### src/rtl/tinyrisc_pkg.sv
// Shared TinyRISC definitions: datapath widths, the NOP encoding and the
// fetch controller state encoding.
package tinyrisc_pkg;

  localparam int PC_W_DEF    = 32;
  localparam int INSTR_W_DEF = 32;

  localparam logic [31:0] NOP = 32'h6800_0000;

  typedef enum logic [1:0] {
    ST_IDLE  = 2'd0,
    ST_FETCH = 2'd1,
    ST_HOLD  = 2'd2,
    ST_HALT  = 2'd3
  } fetch_state_e;

endpackage

### src/rtl/fetch_hold_buf.sv
// Single-entry buffer that parks an instruction acknowledged while the
// IF/OF register is stalled, until OF can accept it.
module fetch_hold_buf
  import tinyrisc_pkg::*;
#(
  parameter int PC_W    = PC_W_DEF,
  parameter int INSTR_W = INSTR_W_DEF
) (
  input  logic               clk,
  input  logic               rst_n,
  input  logic               load_i,
  input  logic               clear_i,
  input  logic               flush_i,
  input  logic [PC_W-1:0]    pc_i,
  input  logic [INSTR_W-1:0] instr_i,
  output logic [PC_W-1:0]    pc_o,
  output logic [INSTR_W-1:0] instr_o,
  output logic               valid_o
);

  logic [PC_W-1:0]    pc_q;
  logic [INSTR_W-1:0] instr_q;
  logic               valid_q;

  // Buffer entry: flush and clear both empty it, load captures a new entry.
  always_ff @(posedge clk or negedge rst_n) begin
    if (!rst_n) begin
      pc_q    <= '0;
      instr_q <= INSTR_W'(NOP);
      valid_q <= 1'b0;
    end else if (flush_i || clear_i) begin
      valid_q <= 1'b0;
    end else if (load_i) begin
      pc_q    <= pc_i;
      instr_q <= instr_i;
      valid_q <= 1'b1;
    end
  end

  assign pc_o    = pc_q;
  assign instr_o = instr_q;
  assign valid_o = valid_q;

endmodule

### src/rtl/fetch_ctrl.sv
// TinyRISC fetch-stage controller: owns the PC, runs the instruction-memory
// req/ack handshake and drives the IF/OF register with stall, redirect and halt.
module fetch_ctrl
  import tinyrisc_pkg::*;
#(
  parameter int              PC_W     = PC_W_DEF,
  parameter int              INSTR_W  = INSTR_W_DEF,
  parameter logic [PC_W-1:0] RESET_PC = 32'h0000_0000
) (
  input  logic               clk,
  input  logic               rst,
  output logic               imem_req,
  output logic [PC_W-1:0]    imem_addr,
  input  logic               imem_ack,
  input  logic [INSTR_W-1:0] imem_rdata,
  input  logic               stall,
  input  logic               branch_taken,
  input  logic [PC_W-1:0]    branch_target,
  input  logic               halt,
  output logic [PC_W-1:0]    if_pc,
  output logic [INSTR_W-1:0] if_instr,
  output logic               if_valid,
  output logic               halted
);

  localparam logic [PC_W-1:0] PC_ONE = {{(PC_W-1){1'b0}}, 1'b1};

  fetch_state_e       state_q;
  logic [PC_W-1:0]    pc_q;
  logic [PC_W-1:0]    addr_q;
  logic               req_q;
  logic [PC_W-1:0]    if_pc_q;
  logic [INSTR_W-1:0] if_instr_q;
  logic               if_valid_q;
  logic               halted_q;
  logic               drop_q;
  logic               halt_pend_q;

  logic               hb_load_s;
  logic               hb_clear_s;
  logic               hb_flush_s;
  logic [PC_W-1:0]    hb_pc_s;
  logic [INSTR_W-1:0] hb_instr_s;
  logic               hb_valid_s;
  logic [PC_W-1:0]    pc_inc_s;

  assign pc_inc_s = pc_q + PC_ONE;

  // Hold-buffer controls, decoded from the same priorities the FSM applies.
  always_comb begin
    hb_load_s  = 1'b0;
    hb_clear_s = 1'b0;
    hb_flush_s = 1'b0;
    case (state_q)
      ST_FETCH: hb_load_s = imem_ack && stall && !branch_taken && !halt
                            && !halt_pend_q && !drop_q;
      ST_HOLD: begin
        hb_flush_s = branch_taken || halt;
        hb_clear_s = !branch_taken && !halt && !stall;
      end
      default: hb_load_s = 1'b0;
    endcase
  end

  fetch_hold_buf #(.PC_W(PC_W), .INSTR_W(INSTR_W)) u_hold_buf (
    .clk     (clk),
    .rst_n   (rst),
    .load_i  (hb_load_s),
    .clear_i (hb_clear_s),
    .flush_i (hb_flush_s),
    .pc_i    (pc_q),
    .instr_i (imem_rdata),
    .pc_o    (hb_pc_s),
    .instr_o (hb_instr_s),
    .valid_o (hb_valid_s)
  );

  // Fetch FSM. addr_q tracks pc_q except while a redirected request is still
  // waiting for its ack, when it keeps presenting the abandoned address.
  always_ff @(posedge clk or negedge rst) begin
    if (!rst) begin
      state_q     <= ST_IDLE;
      pc_q        <= RESET_PC;
      addr_q      <= RESET_PC;
      req_q       <= 1'b0;
      if_pc_q     <= '0;
      if_instr_q  <= INSTR_W'(NOP);
      if_valid_q  <= 1'b0;
      halted_q    <= 1'b0;
      drop_q      <= 1'b0;
      halt_pend_q <= 1'b0;
    end else begin
      case (state_q)
        ST_IDLE: begin
          if (branch_taken) begin
            pc_q    <= branch_target;
            addr_q  <= branch_target;
            state_q <= ST_FETCH;
            req_q   <= 1'b1;
          end else if (halt) begin
            state_q  <= ST_HALT;
            halted_q <= 1'b1;
          end else begin
            state_q <= ST_FETCH;
            req_q   <= 1'b1;
          end
        end
        ST_FETCH: begin
          if (branch_taken) begin
            if_valid_q  <= 1'b0;
            pc_q        <= branch_target;
            halt_pend_q <= 1'b0;
            if (imem_ack) begin
              addr_q <= branch_target;
              drop_q <= 1'b0;
            end else begin
              drop_q <= 1'b1;
            end
          end else if (halt || halt_pend_q) begin
            if_valid_q <= 1'b0;
            if (imem_ack) begin
              state_q     <= ST_HALT;
              req_q       <= 1'b0;
              halted_q    <= 1'b1;
              halt_pend_q <= 1'b0;
              drop_q      <= 1'b0;
            end else begin
              halt_pend_q <= 1'b1;
            end
          end else if (drop_q) begin
            if (!stall) if_valid_q <= 1'b0;
            if (imem_ack) begin
              drop_q <= 1'b0;
              addr_q <= pc_q;
            end
          end else if (imem_ack) begin
            pc_q   <= pc_inc_s;
            addr_q <= pc_inc_s;
            if (stall) begin
              state_q <= ST_HOLD;
              req_q   <= 1'b0;
            end else begin
              if_pc_q    <= pc_q;
              if_instr_q <= imem_rdata;
              if_valid_q <= 1'b1;
            end
          end else if (!stall) begin
            if_valid_q <= 1'b0;
          end
        end
        ST_HOLD: begin
          if (branch_taken) begin
            if_valid_q <= 1'b0;
            pc_q       <= branch_target;
            addr_q     <= branch_target;
            state_q    <= ST_FETCH;
            req_q      <= 1'b1;
          end else if (halt) begin
            if_valid_q <= 1'b0;
            state_q    <= ST_HALT;
            halted_q   <= 1'b1;
          end else if (!stall) begin
            if_pc_q    <= hb_pc_s;
            if_instr_q <= hb_instr_s;
            if_valid_q <= hb_valid_s;
            state_q    <= ST_FETCH;
            req_q      <= 1'b1;
          end
        end
        ST_HALT: state_q <= ST_HALT;
        default: begin
          state_q <= ST_IDLE;
          req_q   <= 1'b0;
        end
      endcase
    end
  end

  assign imem_req  = req_q;
  assign imem_addr = addr_q;
  assign if_pc     = if_pc_q;
  assign if_instr  = if_instr_q;
  assign if_valid  = if_valid_q;
  assign halted    = halted_q;

endmodule

### config.mk
export PLATFORM = sky130hd
export DESIGN_NAME = fetch_ctrl
export DESIGN_NICKNAME = d
export VERILOG_FILES = /design/src/rtl/tinyrisc_pkg.sv /design/src/rtl/fetch_hold_buf.sv /design/src/rtl/fetch_ctrl.sv
export SDC_FILE = /design/constraint.sdc
export NUM_CORES = 1
export LEC_CHECK = 0
export ABC_CLOCK_PERIOD_IN_PS = 5300
export CELL_PAD_IN_SITES_DETAIL_PLACEMENT = 2
export CELL_PAD_IN_SITES_GLOBAL_PLACEMENT = 2
export CORE_MARGIN = 4
export CORE_UTILIZATION = 36
export DETAILED_ROUTE_END_ITERATION = 10
export PLACE_DENSITY_LB_ADDON = 0.1
export SLEW_MARGIN = 20
export SYNTH_ARGS = -nofsm -noshare
export SYNTH_HDL_FRONTEND = slang
export SYNTH_SLANG_ARGS = --single-unit
### constraint.sdc
create_clock -name clk -period 5.3 [get_ports clk]
set_clock_uncertainty 0.05 [all_clocks]
set_input_delay 0.795 -clock clk [delete_from_list [all_inputs] [get_ports clk]]
set_output_delay 0.795 -clock clk [all_outputs]
set_load 0.01 [all_outputs]
# ---- Word level (Yosys, flattened, before mapping)
# Cells that the tools add are included.
dict set report word_totals {
  ff_bits 200
  out_inout_bits 99
}
dict set report classes {
  eq_ne 30
  bitwise_logic 1
  reduce_logical 32
  mux 80
  add_sub_neg 1
}
# cell n
set ops {}
lappend ops {{$mux W32} 26}
lappend ops {{$pmux W32 S2} 4}
lappend ops {{$ne A3 B3 Y1 const B} 13}
lappend ops {{$mux W1} 35}
lappend ops {{$add A32 B1 Y32 const B} 1}
lappend ops {{$mux W2} 11}
lappend ops {{$ne A2 B2 Y1 const B} 10}
lappend ops {{$reduce_and A9 Y1} 2}
lappend ops {{$reduce_and A6 Y1} 2}
lappend ops {{$reduce_and A5 Y1} 2}
lappend ops {{$pmux W2 S4} 1}
lappend ops {{$reduce_bool A2 Y1} 4}
lappend ops {{$logic_and A1 B1 Y1} 7}
lappend ops {{$ne A6 B6 Y1 const B} 1}
lappend ops {{$reduce_and A2 Y1} 3}
lappend ops {{$logic_not A1 Y1} 5}
lappend ops {{$eq A2 B2 Y1 const B} 2}
lappend ops {{$ne A2 B1 Y1 const B} 2}
lappend ops {{$ne A4 B4 Y1 const B} 1}
lappend ops {{$pmux W1 S2} 2}
lappend ops {{$logic_or A1 B1 Y1} 3}
lappend ops {{$pmux W1 S3} 1}
lappend ops {{$reduce_and A3 Y1} 1}
lappend ops {{$reduce_bool A3 Y1} 1}
lappend ops {{other kinds (4)} 4}

# ---- Longest topological paths before layout
dict set report logic_depth {
  depth_word 8
  ltp_mapped 10
}

# ---- Modules after synthesis
# Synthesis repeated with hierarchy kept, for this count alone.
dict set report hier_totals {
  cells_unflattened 990
  area_unflattened_um2 10420.0
}
# module cells_per_inst area_each_um2 n_inst
set by_module_without_submodules {}
lappend by_module_without_submodules {fetch_ctrl 851 7691.1 1}
lappend by_module_without_submodules {fetch_hold_buf 139 2728.9 1}

# ---- Worst setup path after synthesis
# No wires, ideal clock.
dict set report synth_timing {
  kind {input to register}
  start {input port halt}
  end {register u_hold_buf.instr_q[24], in the netlist u_hold_buf.instr_o[24]}
  t_arrival_ps 2368
  setup_slack_ps 2757
  n_path_buf 4
  setup_time_ps 125
  required_time_ps 5125
  path_stages 7
  cell_sequence {buf_2 or2_1 buf_2 nor4_4 buf_2 buf_2 mux2_2}
}
dict set report synth_between {
  elab_chain_len 7
}
# item line
set synth_rtl {}
lappend synth_rtl {{start, declared} fetch_ctrl.sv:19} ;# input logic halt,
lappend synth_rtl {{$logic_not A1 Y1} {fetch_ctrl.sv:55, fetch_ctrl.sv:59}}
lappend synth_rtl {{$logic_and A1 B1 Y1 (2 in a row)} fetch_ctrl.sv:59} ;# hb_clear_s = !branch_taken && !halt && !stall;
lappend synth_rtl {{$mux W1} fetch_ctrl.sv:54} ;# case (state_q)
lappend synth_rtl {{$logic_or A1 B1 Y1} fetch_hold_buf.sv:31} ;# end else if (flush_i || clear_i) begin
lappend synth_rtl {{$not A1 Y1 (no source line)} --}
lappend synth_rtl {{$reduce_and A2 Y1 (no source line) (*)} --}
lappend synth_rtl {{end signal, assigned} fetch_hold_buf.sv:29} ;# instr_q <= INSTR_W'(NOP);
lappend synth_rtl {{end signal, assigned} fetch_hold_buf.sv:35} ;# instr_q <= instr_i;
lappend synth_rtl {{end, declared} fetch_hold_buf.sv:22} ;# logic [INSTR_W-1:0] instr_q;
# Mark *: on every way between the ends. The rest lies on a longest branch, timed or not.
# A chain may end at the register's enable or synchronous reset.

# ---- Final worst setup path
dict set report layout_timing {
  start {input port halt}
  end {register if_instr_q[2], in the netlist if_instr[2]}
}
dict set report layout_between {
  elab_chain_len 3
}
# item line
set layout_rtl {}
lappend layout_rtl {{$logic_or A1 B1 Y1} fetch_ctrl.sv:119} ;# end else if (halt || halt_pend_q) begin
lappend layout_rtl {{$ne A2 B2 Y1 (no source line)} --}
lappend layout_rtl {{$reduce_and A9 Y1 (no source line) (*)} --}
lappend layout_rtl {{end signal, assigned} fetch_ctrl.sv:87} ;# if_instr_q <= INSTR_W'(NOP);
lappend layout_rtl {{end signal, assigned} fetch_ctrl.sv:144} ;# if_instr_q <= imem_rdata;
lappend layout_rtl {{end signal, assigned} fetch_ctrl.sv:164} ;# if_instr_q <= hb_instr_s;
lappend layout_rtl {{end, declared} fetch_ctrl.sv:33} ;# logic [INSTR_W-1:0] if_instr_q;
# Marked as above.

==> run metrics <==
vias in the first global route 8909; RSZ-0062 raised after global routing no; setup slack after layout 1.89 ns; largest net degree at the start of global routing 107; Synth area leader dfrtp_1; HP Class in -> async; startpoint types input pin; flop-to-flop setup slack 2.25 ns; Setup Buffers After CTS 0; mapped cell area 10000 µm²; H-tree depth 4; initial antenna violation count 0; maximum fanout along the worst path 86; Placed Cells 1461; Post-route DRC 0; WP buf/inv 2; Synth Net Count 1069; # diodes 0; dpl hpwl 22.1 mm; # IOs 169; CTS root buf clkbuf_16; share of flip-flops with an asynchronous set or reset 100%; GR Overflow Total 0; Top Family by Delay on Critical Path buffers and inverters; Slew HR 37.3%; Unique masters post-synth 67; Port Buf Inserts 168; EDFF count, synth 0; post-synthesis cell count 994; total CTS buffers 17; Die X 175 µm; Routed Antenna Nets 0; Power Total 7480 µW; CTS sink cnt 200; leak pwr 0.00500 µW; TritonRoute pass-1 iters 4; Max Clock Freq 0.294 GHz; Tot GR Track Use 21.1%; Yosys Warn Count 0; final std cells w/o fill 1493; status completed; Req. time, crit path 5.53 ns; ratio of cells with drive above 1 in the final layout 11.8%; met2 usage 36.2%; reg2reg start state_q[0]$_DFFE_PN0P_; drt total wl 32.3 mm; top_reg_cell synth dfrtp_1; Avg Cell Area, Syn 10.1 µm²; leading cell type in the layout, fill and taps excluded dfrtp_1; Area contributors post-synth dfrtp_1, mux2_2, mux2i_1, o21ai_0, nand2_1; first-pass GRT wire length 52.0 mm; slowest stage cell on the critical path clkdlybuf4s50_1; Clock Latency Late Sink 0.43 ns; crit path kind in -> reg; Post-CTS Hold Buffers 0; fin nets 1183; CP endpoint kind flop; worst r2r dst pc_q[13]$_DFFE_PN0P_; period utilisation layout 64.3%; met3 usage 3.40%; Placement Rows 60; die area 30500 µm²; Max VDD drop 0.290 mV; routed via count 8260; # resized after CTS 0; max incr delay on CP 0.58 ns; worst slack at placement 1.42 ns; routability cong. 0.813; crit path time final 3.41 ns; Worst-Margin Slew 0.932 ns; overall die height 175 µm; Most Used Layer, Global Route met2; CTS tree done; setup TNS 0 ns; WL per Instance 21.6 µm; Seq/Total Area, Yosys 50.1%; max_cap viols 0; met1 Use GR 28.7%; final hold violations 0; crit path DAT 3.64 ns; most frequent cells in the layout dfrtp_1, clkdlybuf4s50_1, nand2_1, o21ai_0, mux2i_1; Final setup viols 0; clock transition at the registers of the reported paths 0.08 ns; #FFs+latches synth 200; crit-path cells clkdlybuf4s50_1 -> or2_1 -> o41ai_1 -> nand3_4 -> buf_4 -> nand2_1 -> o21ai_0; vias per cell 5.53; DR iter-0 viols 469; FILL cells 2858; Max clock buf depth 2; Reg2Reg Depth 8; Area Overhead vs Synth 25.1%; core area 27200 µm²; Synth top area share 48.5%; pwr dens 598 nW/µm²; fin. max-slew vios 0; Starting Density 36.8%
[Yosys cell counts, types with 3 or more instances]
cell       count
o31ai_1        8
buf_2         30
a21oi_1       47
mux2_2        64
nor3_1        14
and4_1         3
o221ai_1       3
inv_1          8
ha_1           5
buf_1          6
xnor2_1        8
a211oi_1       4
xor2_1        18
or3_1          3
o22a_1         4
o21ai_0       91
dfrtp_1      194
nor3_2         3
clkbuf_1      48
nor2b_1        6
nor4_1        10
nand3b_1       4
nor2_1        43
a21o_1         4
nand3_1       28
and3_1        14
a2bb2oi_1     10
o21ai_1       29
nand4_1       13
nand2_1      117
a22oi_1        7
a31oi_1        8
o21a_1         3
dfstp_2        6
o22ai_1       18
a32oi_1        8
mux2i_1       66
[cell families after synthesis]
kind of cell    synth area share [%]
buf+inv                         4.06
xor+xnor                        2.28
mux                             13.8
compound gates                  15.6
flops                           50.1
simple gates                    13.6
fa+ha+maj                      0.625
[layout make-up]
class                      instances  area, µm²  share of cell area (%)
clock buffer                      19        433                    3.46
sequential                       200       5010                    40.0
inverter                           9       33.8                   0.270
clock inverter                    13        135                    1.08
multi-input combinational        698       4620                    36.9
tap                              372        465                    3.72
timing repair buffer             182       1820                    14.5
[report_power, final]
part           switching (µW)  total [µW]  internal, µW
clock                     658        1290           628
sequential                687        2920          2240
combinational            1750        3270          1520
[per-stage QoR]
step	area [µm²]	hold slack [ns]	utilization [%]
3_5_place_dp	12000	0.410	44.0
6_report	12500	0.351	46.1
5_1_grt	12500	0.410	46.1
4_1_cts	12500	0.396	46.1
3_3_place_gp	12000	0.401	44.0
2_1_floorplan	10000	0.400	-
[state kept, by name, indices dropped and copies added (netlist names)]
register            cells
halted                  1
if_pc                  32
imem_req                1
state_q                 2
pc_q                   32
drop_q                  1
imem_addr              32
halt_pend_q             1
u_hold_buf.valid_o      1
if_valid                1
u_hold_buf.pc_o        32
u_hold_buf.instr_o     32
if_instr               32
[per-layer routing]
| metal | share of wire, % | vias to the layer above |
|---|---|---|
| met5 | 0 | - |
| met4 | 0.81 | 0 |
| met3 | 3.9 | 13 |
| met2 | 50 | 170 |
| met1 | 46 | 4280 |
| li1 | - | 3797 |
[how the worst max path moves through the flow]
stage                       startpoint                                 end  slack [ns]  cells after the start
after CTS                         halt             if_instr[2]$_DFFE_PN0P_        1.88                      7
after detailed placement  branch_taken             if_instr[2]$_DFFE_PN0P_        1.42                      7
after floorplan                   halt  u_hold_buf.instr_o[24]$_DFFE_PN0P_        2.76                      7
final                             halt             if_instr[2]$_DFFE_PN0P_        1.89                      7
after global placement    branch_taken               if_pc[10]$_DFFE_PN0P_        1.55                      7
after global routing      branch_taken             if_instr[2]$_DFFE_PN0P_        1.66                      7
No activity file was read; power rests on OpenSTA's default activity.
==> edit, RTL diff (config.mk and constraints unchanged) <==
`PC_W_DEF`: 32 -> 40.
--- a/src/rtl/tinyrisc_pkg.sv
+++ b/src/rtl/tinyrisc_pkg.sv
@@ -2,7 +2,7 @@
 // fetch controller state encoding.
 package tinyrisc_pkg;
 
-  localparam int PC_W_DEF    = 32;
+  localparam int PC_W_DEF    = 40;
   localparam int INSTR_W_DEF = 32;
 
   localparam logic [31:0] NOP = 32'h6800_0000;
Interface: changed (resized branch_target, if_pc and imem_addr); port bits go from 169 to 193. The function was not compared with the original's and may differ.
==> edit against the unedited design <==
Final area increased by 21%. Area after synthesis increased by 20%. Via count increased by 23%. Sequential cell count increased by 32. Global-route usage increased by 2.1 points. Sequential power decreased by 2%. Register-to-register slack got worse by 230 ps. Total power decreased by 7.4%. Routed wire length increased by 31%. Worst setup slack improved by 42 ps. Largest power group is now registers.
==> edit: results (changes against the unedited design) <==
[status]
outcome=complete, no violations

[place]
dp_slack_ps=1480  ; +52.9 ps
hpwl_um=27700  ; +26%
dpl_cell_area_sq_mm=0.0141  ; +18%

[finish]
nets=1420  ; +20%
final-nonclk-buf-share_pct=13.8  ; -0.73 points
multiInputGateArea_sq_mm=0.00561  ; +21%
fill_cells=3438  ; +20%
regArea_sq_mm=0.00581  ; +16%
final-clk-cell-share_pct=6.64  ; +2.1 points
nClkBuffers=38  ; +19
inverters=16  ; +7
multiInputCombCellCount=852  ; +22%
buffers=206  ; +13%

[global_route]
met1_usage_pct=32.0  ; +3.3 points
met2_usage_pct=39.0  ; +2.8 points
grt_max_degree=125  ; +17%
grt_pass1_wl_um=67200  ; +29%
grt_usage_pct=23.1  ; +2.1 points
grt_pass1_vias=11200  ; +26%
use_met3_pct=3.09  ; -0.30 points

[clock_network]
clkTransAtPathRegs_ps=60  ; -20 ps
cts_buffer_depth=3  ; +1
numCtsBuffers=29  ; +12
htree_levels=1  ; -3

[detailed_routing]
viasPerCell=5.65  ; +2.1%
wl_met2_um=20400  ; +27%
top_layer=met4
drt-initial-drc-count=481  ; +2.6%
totalWireLength_um=42200  ; +31%
m1WireLength_um=19200  ; +31%
wl_met3_um=1630  ; +30%

[worst_setup_path]
worst-r2r-setup-slack_ps=2020  ; -230 ps
r2r-end=imem_addr[22]$_DFFE_PN0P_
worst_setup_path_startpoint=branch_taken
cp-endpoint=if_instr[3]$_DFFE_PN0P_
critical_path_peak_fanout=124  ; +44%

[synthesis]
synth_seq_area_share_pct=48.5  ; -1.5 points
synthTopCellsByCount=226 x dfrtp_1, 155 x nand2_1, 100 x o21ai_0, 80 x mux2i_1
yosysUniqueCellTypes=74  ; +10%
syn-num-nets=1300  ; +22%
yosys_register_bits=232  ; +16%

[pwr]
power.internal_mw=4.63  ; +5.6%
powerSeq_mw=2.87  ; -2%
leakage_nw=6.18  ; +24%
clkPwrFrac_pct=30.2  ; +13 points
vdd_drop_max_mv=0.291  ; +0.41%

[sta]
fmax_mhz=297  ; +1.3%
maxSlewHeadroom_pct=35.5  ; -1.9 points

==> edit: logic make-up after synthesis <==
kind of cell	after synthesis	share of synthesized area, %
AND/OR/NAND/NOR	389	16.2
AO/OA/AOI/OAI	282	14.5
flip-flops	232	48.5
multiplexers	148	13.1
buffers and inverters	133	5.06
XOR/XNOR	28	2.05
adder cells (fa/ha/maj)	5	0.522
==> edit: worst max-delay path, cell delays in order <==
cell	delay [ps]
clkdlybuf4s50_1	770
or2_2	560
o41ai_1	470
nand3_4	360
buf_12	320
nand2_1	170
o21ai_0	120
==> edit: metrics by stage <==
step	hold WS, ps	power, mW	instances	util [%]
global placement	411	4.76	1748	43.2
floorplan	396	3.63	1217	-
detailed placement	421	4.87	1748	43.2
CTS	325	7.03	1800	46.2
finish	272	6.93	1800	46.2
global route	353	7.36	1800	46.2
